File: src/rtl/divn_pkg.sv
// divn_pkg: shared definitions for the peripheral_divn register map and control FSM.
//   Register indices (addr[4:2]), CTRL/STATUS bit positions, FSM state encoding.
package divn_pkg;

    localparam logic [2:0] REG_DIVIDEND  = 3'd0;
    localparam logic [2:0] REG_DIVISOR   = 3'd1;
    localparam logic [2:0] REG_CTRL      = 3'd2;
    localparam logic [2:0] REG_STATUS    = 3'd3;
    localparam logic [2:0] REG_QUOTIENT  = 3'd4;
    localparam logic [2:0] REG_REMAINDER = 3'd5;

    localparam int unsigned CTRL_START  = 0;
    localparam int unsigned CTRL_SIGNED = 1;
    localparam int unsigned CTRL_IRQ_EN = 2;

    localparam int unsigned STAT_BUSY     = 0;
    localparam int unsigned STAT_DONE     = 1;
    localparam int unsigned STAT_DIV_ZERO = 2;
    localparam int unsigned STAT_OVF      = 3;

    typedef enum logic [1:0] {
        StIdle,
        StPrep,
        StIter,
        StFix
    } divn_state_e;

endpackage

File: src/rtl/peripheral_divn_if.sv
// peripheral_divn_if: FemtoRV32 I/O bus slice seen by the divider peripheral.
//   cs/addr/rd/wr/d_in : driven by the bus master
//   d_out/irq          : driven by the peripheral
interface peripheral_divn_if;

    logic        cs;
    logic [4:0]  addr;
    logic        rd;
    logic        wr;
    logic [31:0] d_in;
    logic [31:0] d_out;
    logic        irq;

    modport master (
        output cs, addr, rd, wr, d_in,
        input  d_out, irq
    );

    modport slave (
        input  cs, addr, rd, wr, d_in,
        output d_out, irq
    );

endinterface

File: src/rtl/divn_core.sv
// divn_core: unsigned restoring divider, one quotient bit per clock.
//   clk, reset : clock, asynchronous active-high reset
//   load       : capture a (dividend) and b (divisor) and start iterating
//   q, r       : quotient / remainder, valid the cycle after last
//   last       : high during the cycle whose edge produces the final bit
module divn_core #(
    parameter int unsigned WIDTH = 16
) (
    input  logic             clk,
    input  logic             reset,
    input  logic             load,
    input  logic [WIDTH-1:0] a,
    input  logic [WIDTH-1:0] b,
    output logic [WIDTH-1:0] q,
    output logic [WIDTH-1:0] r,
    output logic             last
);

    localparam int unsigned CW = $clog2(WIDTH);

    logic [WIDTH-1:0] rem_q;
    logic [WIDTH-1:0] quo_q;
    logic [WIDTH-1:0] div_q;
    logic [CW-1:0]    cnt_q;
    logic             run_q;

    // Trial value is WIDTH+1 bits wide; the remainder kept is always < divisor.
    logic [WIDTH:0]   shifted;
    logic [WIDTH-1:0] diff;
    logic             fits;

    assign shifted = {rem_q, quo_q[WIDTH-1]};
    assign fits    = shifted >= {1'b0, div_q};
    assign diff    = shifted[WIDTH-1:0] - div_q;
    assign last    = run_q && (cnt_q == CW'(WIDTH - 1));
    assign q       = quo_q;
    assign r       = rem_q;

    always_ff @(posedge clk or posedge reset) begin
        if (reset) begin
            rem_q <= '0;
            quo_q <= '0;
            div_q <= '0;
            cnt_q <= '0;
            run_q <= 1'b0;
        end else if (load) begin
            rem_q <= '0;
            quo_q <= a;
            div_q <= b;
            cnt_q <= '0;
            run_q <= 1'b1;
        end else if (run_q) begin
            rem_q <= fits ? diff : shifted[WIDTH-1:0];
            quo_q <= {quo_q[WIDTH-2:0], fits};
            cnt_q <= cnt_q + 1'b1;
            if (last) begin
                run_q <= 1'b0;
            end
        end
    end

endmodule

File: src/rtl/peripheral_divn.sv
// peripheral_divn: memory-mapped WIDTH-bit integer divider (signed RISC-V DIV/REM or unsigned).
//   clk, reset : clock, asynchronous active-high reset
//   bus        : slave side of peripheral_divn_if (cs, addr, rd, wr, d_in -> d_out, irq)
//   Registers: DIVIDEND, DIVISOR, CTRL{irq_en,signed,start}, STATUS{ovf,div_zero,done,busy},
//   QUOTIENT, REMAINDER. d_out is registered with one cycle of latency.
module peripheral_divn
    import divn_pkg::*;
#(
    parameter int unsigned WIDTH     = 16,
    parameter bit          SIGNED_EN = 1'b1
) (
    input  logic               clk,
    input  logic               reset,
    peripheral_divn_if.slave   bus
);

    localparam logic [WIDTH-1:0] MIN_VAL  = {1'b1, {(WIDTH - 1){1'b0}}};
    localparam logic [WIDTH-1:0] ALL_ONES = '1;

    divn_state_e      state_q;
    logic [WIDTH-1:0] dividend_q, divisor_q, quotient_q, remainder_q;
    logic [WIDTH-1:0] op_a_q, op_b_q;
    logic             irq_en_q, signed_q, done_q, div_zero_q, ovf_q;
    logic             op_signed_q, neg_q_q, neg_r_q, spec_zero_q, spec_ovf_q;
    logic [31:0]      d_out_q;

    logic [2:0]       reg_sel;
    logic             wr_en, rd_en, accept, busy;
    logic             neg_a, neg_b, is_div_zero, is_ovf, core_load, core_last;
    logic [WIDTH-1:0] abs_a, abs_b, core_q, core_r, q_fix, r_fix;
    logic [31:0]      rd_data;
    logic             unused_bus;

    assign reg_sel = bus.addr[4:2];
    assign wr_en   = bus.cs & bus.wr;
    assign rd_en   = bus.cs & bus.rd;
    assign busy    = (state_q != StIdle);
    assign accept  = wr_en && (reg_sel == REG_CTRL) && bus.d_in[CTRL_START] && !busy;

    assign neg_a       = op_signed_q & op_a_q[WIDTH-1];
    assign neg_b       = op_signed_q & op_b_q[WIDTH-1];
    assign abs_a       = neg_a ? -op_a_q : op_a_q;
    assign abs_b       = neg_b ? -op_b_q : op_b_q;
    assign is_div_zero = (op_b_q == '0);
    assign is_ovf      = op_signed_q && (op_a_q == MIN_VAL) && (op_b_q == ALL_ONES);
    assign core_load   = (state_q == StPrep) && !is_div_zero && !is_ovf;
    assign q_fix       = neg_q_q ? -core_q : core_q;
    assign r_fix       = neg_r_q ? -core_r : core_r;

    assign bus.d_out = d_out_q;
    assign bus.irq   = done_q & irq_en_q;
    assign unused_bus = ^{bus.d_in, bus.addr[1:0]};

    divn_core #(
        .WIDTH (WIDTH)
    ) u_core (
        .clk   (clk),
        .reset (reset),
        .load  (core_load),
        .a     (abs_a),
        .b     (abs_b),
        .q     (core_q),
        .r     (core_r),
        .last  (core_last)
    );

    always_comb begin
        rd_data = '0;
        unique case (reg_sel)
            REG_DIVIDEND:  rd_data = 32'(dividend_q);
            REG_DIVISOR:   rd_data = 32'(divisor_q);
            REG_CTRL:      rd_data = {29'd0, irq_en_q, signed_q, 1'b0};
            REG_STATUS:    rd_data = {28'd0, ovf_q, div_zero_q, done_q, busy};
            REG_QUOTIENT:  rd_data = 32'(quotient_q);
            REG_REMAINDER: rd_data = 32'(remainder_q);
            default:       rd_data = '0;
        endcase
    end

    always_ff @(posedge clk or posedge reset) begin
        if (reset) begin
            state_q     <= StIdle;
            dividend_q  <= '0;
            divisor_q   <= '0;
            quotient_q  <= '0;
            remainder_q <= '0;
            op_a_q      <= '0;
            op_b_q      <= '0;
            irq_en_q    <= 1'b0;
            signed_q    <= 1'b0;
            done_q      <= 1'b0;
            div_zero_q  <= 1'b0;
            ovf_q       <= 1'b0;
            op_signed_q <= 1'b0;
            neg_q_q     <= 1'b0;
            neg_r_q     <= 1'b0;
            spec_zero_q <= 1'b0;
            spec_ovf_q  <= 1'b0;
            d_out_q     <= '0;
        end else begin
            // Read data is taken from pre-edge state, so rd+wr returns the old value.
            if (rd_en) begin
                d_out_q <= rd_data;
            end
            if (wr_en) begin
                unique case (reg_sel)
                    REG_DIVIDEND: dividend_q <= bus.d_in[WIDTH-1:0];
                    REG_DIVISOR:  divisor_q  <= bus.d_in[WIDTH-1:0];
                    REG_CTRL: begin
                        irq_en_q <= bus.d_in[CTRL_IRQ_EN];
                        signed_q <= SIGNED_EN && bus.d_in[CTRL_SIGNED];
                    end
                    default: ;
                endcase
            end
            // Cleared here, re-set below in FIX so that a same-edge completion wins.
            if (rd_en && (reg_sel == REG_QUOTIENT)) begin
                done_q <= 1'b0;
            end

            unique case (state_q)
                StIdle: begin
                    if (accept) begin
                        op_a_q      <= dividend_q;
                        op_b_q      <= divisor_q;
                        op_signed_q <= SIGNED_EN && bus.d_in[CTRL_SIGNED];
                        done_q      <= 1'b0;
                        div_zero_q  <= 1'b0;
                        ovf_q       <= 1'b0;
                        state_q     <= StPrep;
                    end
                end
                StPrep: begin
                    neg_q_q     <= neg_a ^ neg_b;
                    neg_r_q     <= neg_a;
                    spec_zero_q <= is_div_zero;
                    spec_ovf_q  <= is_ovf && !is_div_zero;
                    state_q     <= (is_div_zero || is_ovf) ? StFix : StIter;
                end
                StIter: begin
                    if (core_last) begin
                        state_q <= StFix;
                    end
                end
                StFix: begin
                    if (spec_zero_q) begin
                        quotient_q  <= ALL_ONES;
                        remainder_q <= op_a_q;
                    end else if (spec_ovf_q) begin
                        quotient_q  <= MIN_VAL;
                        remainder_q <= '0;
                    end else begin
                        quotient_q  <= q_fix;
                        remainder_q <= r_fix;
                    end
                    div_zero_q <= spec_zero_q;
                    ovf_q      <= spec_ovf_q;
                    done_q     <= 1'b1;
                    state_q    <= StIdle;
                end
                default: state_q <= StIdle;
            endcase
        end
    end

endmodule

File: src/flat_wrapper.sv
// flat-port wrapper written by rule: the top's interface ports become plain ports
module peripheral_divn_flat import divn_pkg::*;
#(
    parameter int unsigned WIDTH     = 16,
    parameter bit          SIGNED_EN = 1'b1
)
  (clk, reset, bus_cs, bus_addr, bus_rd, bus_wr, bus_d_in, bus_d_out, bus_irq);
  peripheral_divn_if bus_i ();
  input  logic clk;
  input  logic reset;
  input wire logic [$bits(bus_i.cs)-1:0] bus_cs;
  input wire logic [$bits(bus_i.addr)-1:0] bus_addr;
  input wire logic [$bits(bus_i.rd)-1:0] bus_rd;
  input wire logic [$bits(bus_i.wr)-1:0] bus_wr;
  input wire logic [$bits(bus_i.d_in)-1:0] bus_d_in;
  output wire logic [$bits(bus_i.d_out)-1:0] bus_d_out;
  output wire logic [$bits(bus_i.irq)-1:0] bus_irq;
  assign bus_i.cs = bus_cs;
  assign bus_i.addr = bus_addr;
  assign bus_i.rd = bus_rd;
  assign bus_i.wr = bus_wr;
  assign bus_i.d_in = bus_d_in;
  assign bus_d_out = bus_i.d_out;
  assign bus_irq = bus_i.irq;
  peripheral_divn #(.WIDTH(WIDTH), .SIGNED_EN(SIGNED_EN)) u_core (.clk(clk), .reset(reset), .bus(bus_i));
endmodule
File: config.mk
export PLATFORM = sky130hd
export DESIGN_NAME = peripheral_divn_flat
export DESIGN_NICKNAME = d
export VERILOG_FILES = /design/src/rtl/divn_pkg.sv /design/src/rtl/peripheral_divn_if.sv /design/src/rtl/divn_core.sv /design/src/rtl/peripheral_divn.sv /design/src/flat_wrapper.sv
export SDC_FILE = /design/constraint.sdc
export NUM_CORES = 1
export LEC_CHECK = 0
export BUFFER_PORTS_ARGS = -buffer_cell sky130_fd_sc_hd__buf_2
export CAP_MARGIN = 20
export CORE_UTILIZATION = 50
export CTS_BUF_LIST = sky130_fd_sc_hd__clkbuf_2 sky130_fd_sc_hd__clkbuf_4 sky130_fd_sc_hd__clkbuf_8
export DETAILED_ROUTE_END_ITERATION = 8
export GPL_ROUTABILITY_DRIVEN = 0
export PLACE_DENSITY = 0.72
export RECOVER_POWER = 50
export SYNTH_ARGS = -nofsm -noshare
export SYNTH_HDL_FRONTEND = slang
export SYNTH_SLANG_ARGS = --single-unit
File: constraint.sdc
create_clock -name clk -period 7.4 [get_ports clk]
set_input_delay 0.74 -clock clk [delete_from_list [all_inputs] [get_ports clk]]
set_output_delay 0.74 -clock clk [all_outputs]
set_load 0.03 [all_outputs]
==> flow_summary_export.csv <==
group,metric,value,unit
outcome,status,"complete, but fails checks",
outcome,violations,"capacitance limit, slew limit",
clocking,cts_buffers,17,
worst_setup_path,crit_arrival,4.38,ns
timing,slew_violations,136,
layout,num_antenna_cells,0,
layout,fin_cells,1264,
worst_hold_path,hold_path_end,"u_core.bus.d_out[1]",
global_routing,gr-usage-all-layers,0.258,
synthesis,ys_warn_count,0,
layout,multiInputGateArea,0.00512,sq mm
timing,max_slew_margin,-0.953,
synthesis,async_flop_share,1.00,
synthesis,yosys_register_bits,177,
timing,max_freq,226,MHz
worst_setup_path,r2r_end,"u_core.u_core.r[0]",
clocking,cts_setup_buffers,0,
timing,worstMarginPinSlew,2.93,ns
worst_hold_path,hold_class,"flop to flop",
pwr,p_seq_frac,0.366,
clocking,hold_buffers,0,
worst_setup_path,crit_path_start_kind,"input port",
place,dp_cells,1232,
layout,final_cell_mix,"176 x dfrtp_1, 75 x nand2_1, 74 x mux2_2",
synthesis,syn_inst,972,
floorplanning,pin_count,75,
worst_setup_path,crit_path_end_kind,"async pin",
worst_setup_path,worstPathCellList,"buf_2 -> clkinvlp_2 -> clkbuf_1",
pwr,clockPowerShare,0.160,
synthesis,syn_avg_cell_area,10.3,sq um
layout,final_area,0.0107,sq mm
layout,seqCellArea,0.00443,sq mm
floorplanning,core,0.0195,sq mm
route,route.final.wire_length,24700,um
global_routing,grt_max_degree,71,
global_routing,antenna_found_initial,0,
worst_hold_path,hold_start,"u_core.bus.d_out[1]",
place,placed_area,0.0103,sq mm
flow_run,cap_violations,3,
clocking,cts_sinks,177,
global_routing,gr-total-overflow,0,
synthesis,synthDistinctLibCells,70,
floorplanning,die_h,143,um
timing,finalCriticalPeriod,4.43,ns
place,post-dp-hpwl,17800,um
clocking,tritoncts,"yes",
worst_setup_path,path_max_fanout,55,
layout,final_nets,1055,
pwr,p_int,2.45,mW
place,portBuffers,40,
timing,fin_crit_sh,0.599,
worst_hold_path,hold_depth,2,
floorplanning,num_rows,51,
floorplanning,die-width,143,um
worst_setup_path,r2r_start,"u_core.op_a_q[1]",
floorplanning,die-area,0.0205,sq mm
worst_setup_path,timing_worst_setup_path_type,"input port to async pin",
global_routing,grt_pass1_wl,39600,um
clocking,cts_root_buffer,"clkbuf_8",
floorplanning,initial_utilization,0.510,
route,drt_iter0_drc,716,
synthesis,synth_ff_type,"dfrtp_1",
pwr,power,4.45,mW
route,drt_first_pass_iters,5,
synthesis,netlist_area,0.00997,sq mm
route,viasPerCell,6.00,
route,drc,0,
pwr,switching_share,0.450,
route,routedWlPerCell,19.6,um
route,vias,7578,
synthesis,synth-edff-count,0,
layout,final_common_cell,"dfrtp_1",
timing,fin_setup_tns,0,ns
worst_setup_path,slowest_delay,2.15,ns
layout,drive_above_1_share,0.180,
timing,finalClockSkew,0.0167,ns
pwr,p_leak,4.85,nW
worst_setup_path,rrSetupSlack,3.69,ns
worst_setup_path,cp.required,7.35,ns
worst_setup_path,cpMaxStageDelayCell,"clkbuf_1",
pwr,power_frac_comb,0.474,
route,ant_nets,0,
layout,fillerInstances,1743,
worst_setup_path,rr_worst_depth,9,
clocking,h-tree-depth,4,
layout,area_growth_syn_to_layout,7.28,%
timing,holdWs,0.481,ns
timing,grt_setup_unrepaired,"false",
pwr,max-vdd-ir-drop,0.000184,V
timing,hold_viol,0,
clocking,clk_latency,0.48,ns
global_routing,grt_pass1_vias,7226,
pwr,power_density,416,mW/mm^2
clocking,cts-resized-gates,0,
clocking,clkSlewWorstSetupHoldPaths,0.10,ns
clocking,clk_path_buf_depth,2,
timing,finalSetupViolCount,0,
synthesis,synth_seq_area_share,0.444,
pwr,p_sw,2.00,mW
-- how the worst max path moves through the flow --
stage	start	end	slack [ns]	depth (start not counted)
floorplan	reset	u_core.bus.d_out[0]	1.86	1
finish	reset	u_core.remainder_q[11]	2.97	3
detailed placement	u_core.op_a_q[0]	u_core.u_core.r[15]	3.83	9
CTS	u_core.op_a_q[0]	u_core.u_core.r[0]	3.83	9
global route	reset	u_core.remainder_q[11]	2.08	3
global placement	bus_addr[4]	u_core.op_b_q[5]	3.84	5
-- flip-flops by register name, summed over array words and instances (netlist names), 4 cells and up --
name / flops
u_core.dividend_q: 16
u_core.u_core.div_q: 16
u_core.op_a_q: 16
u_core.quotient_q: 16
u_core.remainder_q: 16
u_core.u_core.cnt_q: 4
u_core.u_core.r: 16
u_core.op_b_q: 16
u_core.divisor_q: 16
u_core.u_core.q: 16
u_core.bus.d_out: 16
-- per-layer routing --
layer | part of all wire | up-vias | global-route usage
met5 | 0 | - | 0
met2 | 0.46 | 207 | 0.398
met4 | 0.028 | 0 | 0.0939
met1 | 0.45 | 3818 | 0.355
li1 | - | 3511 | -
met3 | 0.056 | 42 | 0.0557
-- synthesized netlist by cell type (14+ instances only) --
| cell type | number | area (sq um) |
|---|---|---|
| o21ai_1 | 14 | 70.1 |
| nor3_1 | 14 | 70.1 |
| buf_4 | 16 | 120 |
| xor2_1 | 37 | 324 |
| mux2i_1 | 33 | 330 |
| dfrtp_1 | 177 | 4430 |
| nor2_1 | 55 | 206 |
| mux4_2 | 14 | 315 |
| nand2_1 | 75 | 282 |
| clkbuf_1 | 39 | 146 |
| a21oi_1 | 65 | 325 |
| nand3_1 | 20 | 100 |
| xnor2_1 | 27 | 236 |
| mux2_2 | 74 | 833 |
| ha_1 | 26 | 325 |
| inv_1 | 37 | 139 |
| o21ai_0 | 72 | 360 |
-- cell type report --
cell class                 instances  area share
timing repair buffer              47      0.0232
inverter                          38      0.0135
clock inverter                    15      0.0174
multi-input combinational        705       0.479
tap                              265      0.0310
clock buffer                      17      0.0219
sequential                       177       0.414
-- cell families after synthesis --
kind of cell / after synthesis / share of synthesized area
AOI/OAI and AO/OA: 242 / 0.151
and+or+nand+nor: 235 / 0.116
DFF: 177 / 0.444
muxes: 121 / 0.148
buffers and inverters: 105 / 0.0483
xor gates and xnor gates: 64 / 0.0562
adders and majority gates: 27 / 0.0346
other: 1 / 0.000376
-- power by group through the flow --
stage               Clock [mW]  Combinational [mW]  Sequential, mW
global route             0.767                2.34            1.67
floorplan                    0                1.67            1.52
detailed placement           0                2.08            1.64
global placement             0                2.03            1.63
finish                   0.711                2.11            1.63
CTS                      0.727                2.09            1.62
-- metrics by stage --
| step | util | worst slack, ns |
|---|---|---|
| after floorplan | - | 1.86 |
| after global placement | 0.527 | 3.84 |
| after detailed placement | 0.527 | 3.83 |
| after CTS | 0.548 | 3.83 |
| after global routing | 0.548 | 2.08 |
| final | 0.548 | 2.97 |
-- critical path: cells and delay by family --
| kind | cells | cell delay (ns) |
|---|---|---|
| buf+inv | 3 | 3.57 |
No activity file was read; power rests on OpenSTA's default activity.
